### src/rtl/osc_meter_pkg.sv
// Shared types and constants for the oscillator frequency meter.
// Holds the FSM state encoding and the channel-select width helper.
package osc_meter_pkg;

   typedef enum logic [1:0] {
      ST_IDLE,
      ST_ARM,
      ST_GATE,
      ST_DONE
   } state_t;

   localparam int DEF_NUM_CH      = 4;
   localparam int DEF_CNT_W       = 16;
   localparam int DEF_GATE_W      = 16;
   localparam int DEF_SYNC_STAGES = 2;

   // Width of a channel index, never narrower than one bit.
   function automatic int chsel_w(input int n);
      int w;
      w = $clog2(n);
      return (w < 1) ? 1 : w;
   endfunction

endpackage

### src/rtl/osc_sync.sv
// Multi-flop synchroniser for one asynchronous oscillator bit.
// Runs continuously; cleared only by reset.
module osc_sync
   import osc_meter_pkg::*;
#(
   parameter int STAGES = DEF_SYNC_STAGES
) (
   input  logic clk,
   input  logic rst,
   input  logic i_d,
   output logic o_q
);

   logic [STAGES-1:0] r_ff;

   // Shift the raw bit through the flop chain.
   always_ff @(posedge clk or posedge rst) begin
      if (rst) begin
         r_ff <= '0;
      end else begin
         r_ff <= {r_ff[STAGES-2:0], i_d};
      end
   end

   assign o_q = r_ff[STAGES-1];

endmodule

### src/rtl/osc_freq_meter.sv
// Gated rising-edge counter for NUM_CH asynchronous oscillators.
// One channel is measured per window; results publish with a done pulse.
module osc_freq_meter
   import osc_meter_pkg::*;
#(
   parameter int NUM_CH      = DEF_NUM_CH,
   parameter int CNT_W       = DEF_CNT_W,
   parameter int GATE_W      = DEF_GATE_W,
   parameter int SYNC_STAGES = DEF_SYNC_STAGES
) (
   input  logic                         clk,
   input  logic                         rst,
   input  logic                         ena,
   input  logic [NUM_CH-1:0]            osc_in,
   input  logic [chsel_w(NUM_CH)-1:0]   ch_sel,
   input  logic [GATE_W-1:0]            gate_len,
   input  logic                         start,
   input  logic                         cont,
   output logic                         busy,
   output logic                         done,
   output logic [CNT_W-1:0]             result_cnt,
   output logic [chsel_w(NUM_CH)-1:0]   result_ch,
   output logic                         result_ovf
);

   localparam int CH_W = chsel_w(NUM_CH);

   state_t            r_state;
   state_t            w_state_nxt;
   logic              w_accept;
   logic              w_done;

   logic [NUM_CH-1:0] w_sync;
   logic              w_sel;
   logic              w_rise;
   logic              r_prev;

   logic [CH_W-1:0]   r_ch;
   logic [GATE_W-1:0] r_gate_len;
   logic              r_cont;
   logic [GATE_W-1:0] r_gate_cnt;
   logic [CNT_W-1:0]  r_edge_cnt;
   logic              r_ovf;

   logic [CNT_W-1:0]  r_res_cnt;
   logic [CH_W-1:0]   r_res_ch;
   logic              r_res_ovf;

   genvar g;
   generate
      for (g = 0; g < NUM_CH; g++) begin : g_sync
         osc_sync #(
            .STAGES (SYNC_STAGES)
         ) u_sync (
            .clk (clk),
            .rst (rst),
            .i_d (osc_in[g]),
            .o_q (w_sync[g])
         );
      end
   endgenerate

   // Select the latched channel; out-of-range indices read as 0.
   always_comb begin
      w_sel = 1'b0;
      for (int i = 0; i < NUM_CH; i++) begin
         if (r_ch == CH_W'(i)) begin
            w_sel = w_sync[i];
         end
      end
   end

   assign w_rise = w_sel & ~r_prev;

   // State register.
   always_ff @(posedge clk or posedge rst) begin
      if (rst) begin
         r_state <= ST_IDLE;
      end else begin
         r_state <= w_state_nxt;
      end
   end

   // Next state, start acceptance and done pulse; ena low forces IDLE.
   always_comb begin
      w_state_nxt = r_state;
      w_accept    = 1'b0;
      w_done      = 1'b0;
      if (!ena) begin
         w_state_nxt = ST_IDLE;
      end else begin
         unique case (r_state)
            ST_IDLE: begin
               if (start && (gate_len != '0)) begin
                  w_accept    = 1'b1;
                  w_state_nxt = ST_ARM;
               end
            end
            ST_ARM: begin
               w_state_nxt = ST_GATE;
            end
            ST_GATE: begin
               if (r_gate_cnt == GATE_W'(1)) begin
                  w_state_nxt = ST_DONE;
               end
            end
            ST_DONE: begin
               w_done      = 1'b1;
               w_state_nxt = r_cont ? ST_ARM : ST_IDLE;
            end
            default: begin
               w_state_nxt = ST_IDLE;
            end
         endcase
      end
   end

   // Edge history tracks the selected channel every cycle, so the
   // ARM cycle primes it with the newly latched channel.
   always_ff @(posedge clk or posedge rst) begin
      if (rst) begin
         r_prev <= 1'b0;
      end else begin
         r_prev <= w_sel;
      end
   end

   // Settings latch, gate and edge counters, result registers.
   always_ff @(posedge clk or posedge rst) begin
      if (rst) begin
         r_ch       <= '0;
         r_gate_len <= '0;
         r_cont     <= 1'b0;
         r_gate_cnt <= '0;
         r_edge_cnt <= '0;
         r_ovf      <= 1'b0;
         r_res_cnt  <= '0;
         r_res_ch   <= '0;
         r_res_ovf  <= 1'b0;
      end else begin
         if (w_accept) begin
            r_ch       <= ch_sel;
            r_gate_len <= gate_len;
            r_cont     <= cont;
         end
         unique case (r_state)
            ST_ARM: begin
               r_edge_cnt <= '0;
               r_ovf      <= 1'b0;
               r_gate_cnt <= r_gate_len;
            end
            ST_GATE: begin
               r_gate_cnt <= r_gate_cnt - GATE_W'(1);
               if (w_rise) begin
                  if (r_edge_cnt == '1) begin
                     r_ovf <= 1'b1;
                  end else begin
                     r_edge_cnt <= r_edge_cnt + CNT_W'(1);
                  end
               end
            end
            ST_DONE: begin
               if (w_done) begin
                  r_res_cnt <= r_edge_cnt;
                  r_res_ch  <= r_ch;
                  r_res_ovf <= r_ovf;
               end
            end
            default: begin
            end
         endcase
      end
   end

   assign busy       = (r_state != ST_IDLE);
   assign done       = w_done;
   assign result_cnt = r_res_cnt;
   assign result_ch  = r_res_ch;
   assign result_ovf = r_res_ovf;

endmodule

### config.mk
export PLATFORM = sky130hd
export DESIGN_NAME = osc_freq_meter
export DESIGN_NICKNAME = d
export VERILOG_FILES = /design/src/rtl/osc_meter_pkg.sv /design/src/rtl/osc_sync.sv /design/src/rtl/osc_freq_meter.sv
export SDC_FILE = /design/constraint.sdc
export NUM_CORES = 1
export LEC_CHECK = 0
export ABC_CLOCK_PERIOD_IN_PS = 2800
export CORE_MARGIN = 2
export CORE_UTILIZATION = 40
export DETAILED_ROUTE_END_ITERATION = 6
export SLEW_MARGIN = 20
export SYNTH_ARGS = -nofsm -noshare
export SYNTH_HDL_FRONTEND = slang
export SYNTH_SLANG_ARGS = --single-unit
export TNS_END_PERCENT = 10
### constraint.sdc
create_clock -name clk -period 2.8 [get_ports clk]
set_input_delay 0.84 -clock clk [delete_from_list [all_inputs] [get_ports clk]]
set_output_delay 0.84 -clock clk [all_outputs]
set_load 0.005 [all_outputs]
==> summary.txt, run 1 <==
Final hold viol count: 0
Top post-synthesis cells by area: dfrtp_1 54%, mux2_2 8.9%, a21oi_1 3.7%, nand2_1 2.8%, mux2_1 2.7%
Initial core utilization: 41.3%
Seq/Total Area, Yosys: 53.8%
Max_cap viols: 0
Share of layout cells above drive strength 1: 16.5%
YS warnings: 0
Skew-Pair Late Insertion Delay: 350 ps
HP Class: reg2reg
Die width: 102 µm
Slowest cell delay on critical path: 490 ps
Synthesis-stage register bit count: 82
Row count: 35
Pwr Density: 897 mW/mm²
Synth cell types: 52
Drt drc: 0
# diodes: 0
Largest net degree at the start of global routing: 83
Vias in the first global route: 2616
Critical Path Start Type: input pin
Num CTS Buffers: 9
Max frequency: 396 MHz
Iter 0 DRT Violations: 115
Final instance area: 0.00467 mm²
Core area: 0.00924 mm²
Placed instance area: 0.00446 mm²
Vias: 2770
GRT Total Usage: 15.8%
Switching power: 1.52 mW
Clock tree from TritonCTS: yes
Slew @ Worst Pin: 519 ps
Fin. max-slew vios: 0
Syn Nets: 372
Async SR Flop Fraction: 100%
Hold Buf Count CTS: 0
# clock sinks: 82
Crit path cell chain: dlygate4sd2_1 > nand2_2 > inv_1 > clkdlybuf4s50_1
Ys flop type: dfrtp_1
Worst path slowest cell: clkdlybuf4s50_1
Max H-tree Level: 3
Switching share of total power: 36.3%
WP data required: 1960 ps
Detail Route Antenna Nets: 0
Status: finished, final reports clean
CP bufs+invs: 3
WS Path Type: in2out
Grt total ovfl: 0
Crit-path max FO: 2
Clock buffer depth: 2
Ports: 48
Top cell family by delay on the critical path: buffers and inverters
Final setup viols: 0
Reg clk slew, reported paths: 80 ps
Synth top cells by count: 82 x dfrtp_1, 30 x mux2_2, 28 x a21oi_1, 28 x nand2_1, 21 x nor2_1
Clock power share: 21.7%
Avg WL per Cell: 14.4 µm
Cell type with the largest total area after synthesis: dfrtp_1
Nets: 423
Vias per cell: 5.30
First-pass GRT wire length: 12800 µm
Leak: 1.92 nW
Seq pwr share: 42.2%
Combinational power share: 36.1%
Max IR drop VDD: 411 µV
WL final: 7530 µm
Synthesized area: 0.00381 mm²
Area Growth Syn to Fin: 22.4%
Post-synthesis cell count: 339
Max-slew headroom: 65.1%
Most numerous cell in the Yosys netlist: dfrtp_1
Post-layout utilization of the core: 50.5%
Port Buffers: 47
Cells after DPL: 508
Drt pass-1 iters: 4
Top cell type's share of synthesized area: 53.8%
Fin cells: 523
Number of synthesized flops with an enable pin: 0
Final min period: 2520 ps
Unrepaired setup endpoints after global routing: no
Clock skew: 12.3 ps
Arrival @ worst endpoint: 1680 ps
Int Pwr: 2.66 mW
Die area: 0.0103 mm²
Worst-case hold slack: 354 ps
Period utilisation layout: 90.2%
Placer Congestion: 0.809
Die Ht: 102 µm
Setup TNS: 0 ps
Mean post-synth cell area: 11.2 µm²
CP Capture Type: primary output
Dpl hpwl: 5270 µm
Initial antenna violation count: 0
CTS root buffer: clkbuf_8
[flip-flops by register name, indices dropped and copies added (netlist names), 2 cells and up]
| register | cells |
|---|---|
| r_edge_cnt | 16 |
| r_gate_cnt | 16 |
| r_gate_len | 16 |
| result_cnt | 16 |
| g_sync.u_sync.r_ff | 8 |
| r_ch | 2 |
| r_state | 2 |
| result_ch | 2 |
[per-layer routing]
layer	part of all wire [%]	vias up	global-route usage, %	wire, µm
met1	49	1362	22.5	3720
li1	-	1345	-	-
met4	1.8	0	6.24	136
met3	3.2	9	2.90	243
met5	0	-	0	0
met2	45	54	23.8	3430
[layout by cell type (no fill, tap or decap), types with 8 or more instances in the layout]
cell type	netlist	final
nand3_1	10	10
nand2_1	28	27
a21oi_1	28	28
clkdlybuf4s50_1	0	46
o21ai_0	11	11
o22ai_1	8	8
nor2_1	21	21
dfrtp_1	82	82
mux2_1	9	9
inv_1	12	11
mux2_2	30	30
clkbuf_8	0	9
nand4_1	9	9
[power groups by stage]
stage | Sequential (mW) | Clock (mW) | Combinational, mW
2_1_floorplan | 1.69 | 0 | 1.17
6_report | 1.77 | 0.910 | 1.51
3_5_place_dp | 1.78 | 0 | 1.53
5_1_grt | 1.81 | 0.989 | 1.70
4_1_cts | 1.76 | 0.938 | 1.54
3_3_place_gp | 1.77 | 0 | 1.48
[cells by family after synthesis]
| kind of cell | count (synthesis) | share of synthesized area, % |
|---|---|---|
| xor gates and xnor gates | 7 | 1.61 |
| muxes | 41 | 12.4 |
| adders and majority gates | 6 | 1.97 |
| DFF | 82 | 53.8 |
| AOI/OAI and AO/OA | 76 | 13.2 |
| buffers and inverters | 27 | 3.12 |
| and+or+nand+nor | 100 | 13.9 |
[what timing repair did]
item,CTS,global route
buffers inserted,0,0
gates resized for setup,2,0
setup endpoints to repair,1,0
[metrics by stage]
step,power (mW),setup slack (ps)
final,4.19,275
after CTS,4.24,259
after global placement,3.26,-38.5
after global routing,4.50,204
after detailed placement,3.31,-19.6
after floorplan,2.86,570
[worst paths after layout]
| check | end | from | depth (start not counted) | slack (ps) |
|---|---|---|---|---|
| max | done | ena | 4 | 280 |
| min | g_sync[3].u_sync.r_ff[1]$_DFF_PP0_ | g_sync[3].u_sync.r_ff[0]$_DFF_PP0_ | 0 | 350 |
| max reg2reg | r_edge_cnt[5]$_DFFE_PP0P_ | r_state[1]$_DFFE_PP0P_ | 8 | 630 |
| min reg2reg | g_sync[3].u_sync.r_ff[1]$_DFF_PP0_ | g_sync[3].u_sync.r_ff[0]$_DFF_PP0_ | 0 | 350 |
| max in group asynchronous | result_cnt[12]$_DFFE_PP0P_ | rst | 3 | 1500 |
| min in group asynchronous | result_cnt[4]$_DFFE_PP0P_ | rst | 3 | 960 |
[worst register-to-register path: stages, from the launching register on]
cell	delay, ps
dfrtp_1	430
inv_1	70
ha_1	360
nor2b_1	220
a21oi_2	40
buf_4	180
a21o_1	240
or4_1	420
a21oi_1	150
[cell type report]
class,count,area [µm²]
repair buffers,55,554
well taps,129,161
multi-input cells,230,1640
fillers,856,4570
clock buffers,10,128
flip-flops and latches,82,2050
clock inverters,5,80.1
inverters,12,48.8
(Power assumes the default switching activity.)
==> run 2, diff against run 1 <==
--- a/config.mk
+++ b/config.mk
@@ -9,7 +9,6 @@
 export CORE_MARGIN = 2
 export CORE_UTILIZATION = 40
 export DETAILED_ROUTE_END_ITERATION = 6
-export SLEW_MARGIN = 20
 export SYNTH_ARGS = -nofsm -noshare
 export SYNTH_HDL_FRONTEND = slang
 export SYNTH_SLANG_ARGS = --single-unit
==> results of run 2 <==
Same layout as run 1: the final DEF is identical, and so are final timing and power.
==> run 3, diff against run 2 <==
--- a/config.mk
+++ b/config.mk
@@ -6,7 +6,7 @@
 export NUM_CORES = 1
 export LEC_CHECK = 0
 export ABC_CLOCK_PERIOD_IN_PS = 2800
-export CORE_MARGIN = 2
+export CORE_MARGIN = 4
 export CORE_UTILIZATION = 40
 export DETAILED_ROUTE_END_ITERATION = 6
 export SYNTH_ARGS = -nofsm -noshare
==> run 3 against run 2 <==
Net effect: clock power rose by 11%; cell count rose by 0.38%; clock skew rose by 0.88 ps; setup slack got worse by 30 ps; core utilization rose by 0.39 points; first-iteration DRC count rose by 69%; combinational power barely moved; register-to-register slack improved by 50 ps; critical path depth did not move; largest power group unchanged.
==> summary.txt, run 3 (synthesis results as in run 1) <==
Cell with the most instances on the worst path: inv_1
Slowest cell delay on critical path: 500 ps
Fill cell count: 850
Max-slew headroom: 66.5%
Initial core utilization: 41.3%
WP data required: 1960 ps
Ports: 48
Multi-input logic area: 0.00164 mm²
Max IR drop VDD: 392 µV
Setup bufs post-CTS: 0
First-pass GRT wire length: 13000 µm
Die Ht: 106 µm
Commonest cells after routing, fill and taps aside: 82 x dfrtp_1, 46 x clkdlybuf4s50_1, 30 x mux2_2
Num CTS Buffers: 9
Final instance area: 0.00470 mm²
Pwr Density: 910 mW/mm²
Initial antenna violation count: 0
Vias: 2758
Fin. max-slew vios: 0
Core area: 0.00924 mm²
Commonest non-fill, non-tap cell in the layout: dfrtp_1
Clock buffer depth: 2
Grt total ovfl: 0
Largest net degree at the start of global routing: 44
Die width: 106 µm
Crit-path max FO: 5
Dpl hpwl: 5440 µm
CTS root buffer: clkbuf_8
Fin cells: 525
Status: finished, final reports clean
Final setup viols: 0
Iter 0 DRT Violations: 194
Vias in the first global route: 2546
WS Path Type: reg2out
Worst-case hold slack: 351 ps
Worst Slack Setup Final: 245 ps
Leak: 1.95 nW
Vias per cell: 5.25
Unrepaired setup endpoints after global routing: no
Area Growth Syn to Fin: 23.4%
CP Capture Type: primary output
WL final: 7590 µm
Slew @ Worst Pin: 498 ps
Design Power: 4.28 mW
Avg WL per Cell: 14.5 µm
# clock sinks: 82
Drt pass-1 iters: 4
Critical Path Start Type: flip-flop
HP Class: reg2reg
Skew-Pair Late Insertion Delay: 350 ps
Max frequency: 391 MHz
Detail Route Antenna Nets: 0
Cells after DPL: 510
Placer Congestion: 0.818
Max H-tree Level: 3
Period utilisation layout: 91.2%
Clock tree from TritonCTS: yes
Final min period: 2550 ps
CTS resizes: 1
Reg area: 0.00205 mm²
Arrival @ worst endpoint: 1710 ps
# diodes: 0
GRT Total Usage: 14.5%
Row count: 35
Die area: 0.0112 mm²
Max_cap viols: 0
Final hold viol count: 0
Port Buffers: 47
Worst path slowest cell: clkdlybuf4s50_1
Setup slack after placement: -24.2 ps
Hold Buf Count CTS: 0
Nets: 425
Clock skew: 13.1 ps
Reg clk slew, reported paths: 80 ps
Drt drc: 0
Share of layout cells above drive strength 1: 16.7%
Placed instance area: 0.00447 mm²
Crit path cell chain: inv_1 > ha_1 > inv_1 > clkdlybuf4s50_1
run 3: cell type report:
class | count | area share, %
Sequential cell | 82 | 43.6
Multi-Input combinational cell | 230 | 34.9
Timing Repair Buffer | 57 | 12.1
Tap cell | 129 | 3.43
Clock buffer | 10 | 2.71
Clock inverter | 5 | 2.21
Inverter | 12 | 1.04
run 3: layer usage:
metal	wire [µm]	GRT usage, %	vias up
met2	3460	21.8	66
met5	0	0	-
met3	361	3.67	9
met4	114	4.44	0
met1	3650	20.6	1330
li1	-	-	1353
run 3: metrics by stage:
stage / utilization (%) / setup TNS, ps
2_1_floorplan: - / 0
3_3_place_gp: 48.4 / -41.5
3_5_place_dp: 48.4 / -24.2
4_1_cts: 50.9 / 0
5_1_grt: 50.9 / 0
6_report: 50.9 / 0
run 3: worst paths after layout:
check	cells after the start	slack (ps)	start	to
setup / recovery	4	250	r_state[0]$_DFFE_PP0P_	busy
hold / removal	0	350	g_sync[3].u_sync.r_ff[0]$_DFF_PP0_	g_sync[3].u_sync.r_ff[1]$_DFF_PP0_
setup reg to reg	7	680	r_state[0]$_DFFE_PP0P_	r_edge_cnt[5]$_DFFE_PP0P_
hold reg to reg	0	350	g_sync[3].u_sync.r_ff[0]$_DFF_PP0_	g_sync[3].u_sync.r_ff[1]$_DFF_PP0_
max in group asynchronous	3	1400	rst	r_ovf$_DFFE_PP0P_
min in group asynchronous	2	810	rst	result_ch[0]$_DFFE_PP0P_
run 3: power breakdown:
group	switching (mW)	internal [mW]
registers	0.266	1.50
logic	0.840	0.671
clock network	0.418	0.588
total	1.52	2.76
run 3: worst max-delay path, delay by kind of cell (launching register included):
kind | cells | cell delay (ps)
buffers and inverters | 3 | 690
DFF | 1 | 400
adders and majority gates | 1 | 280
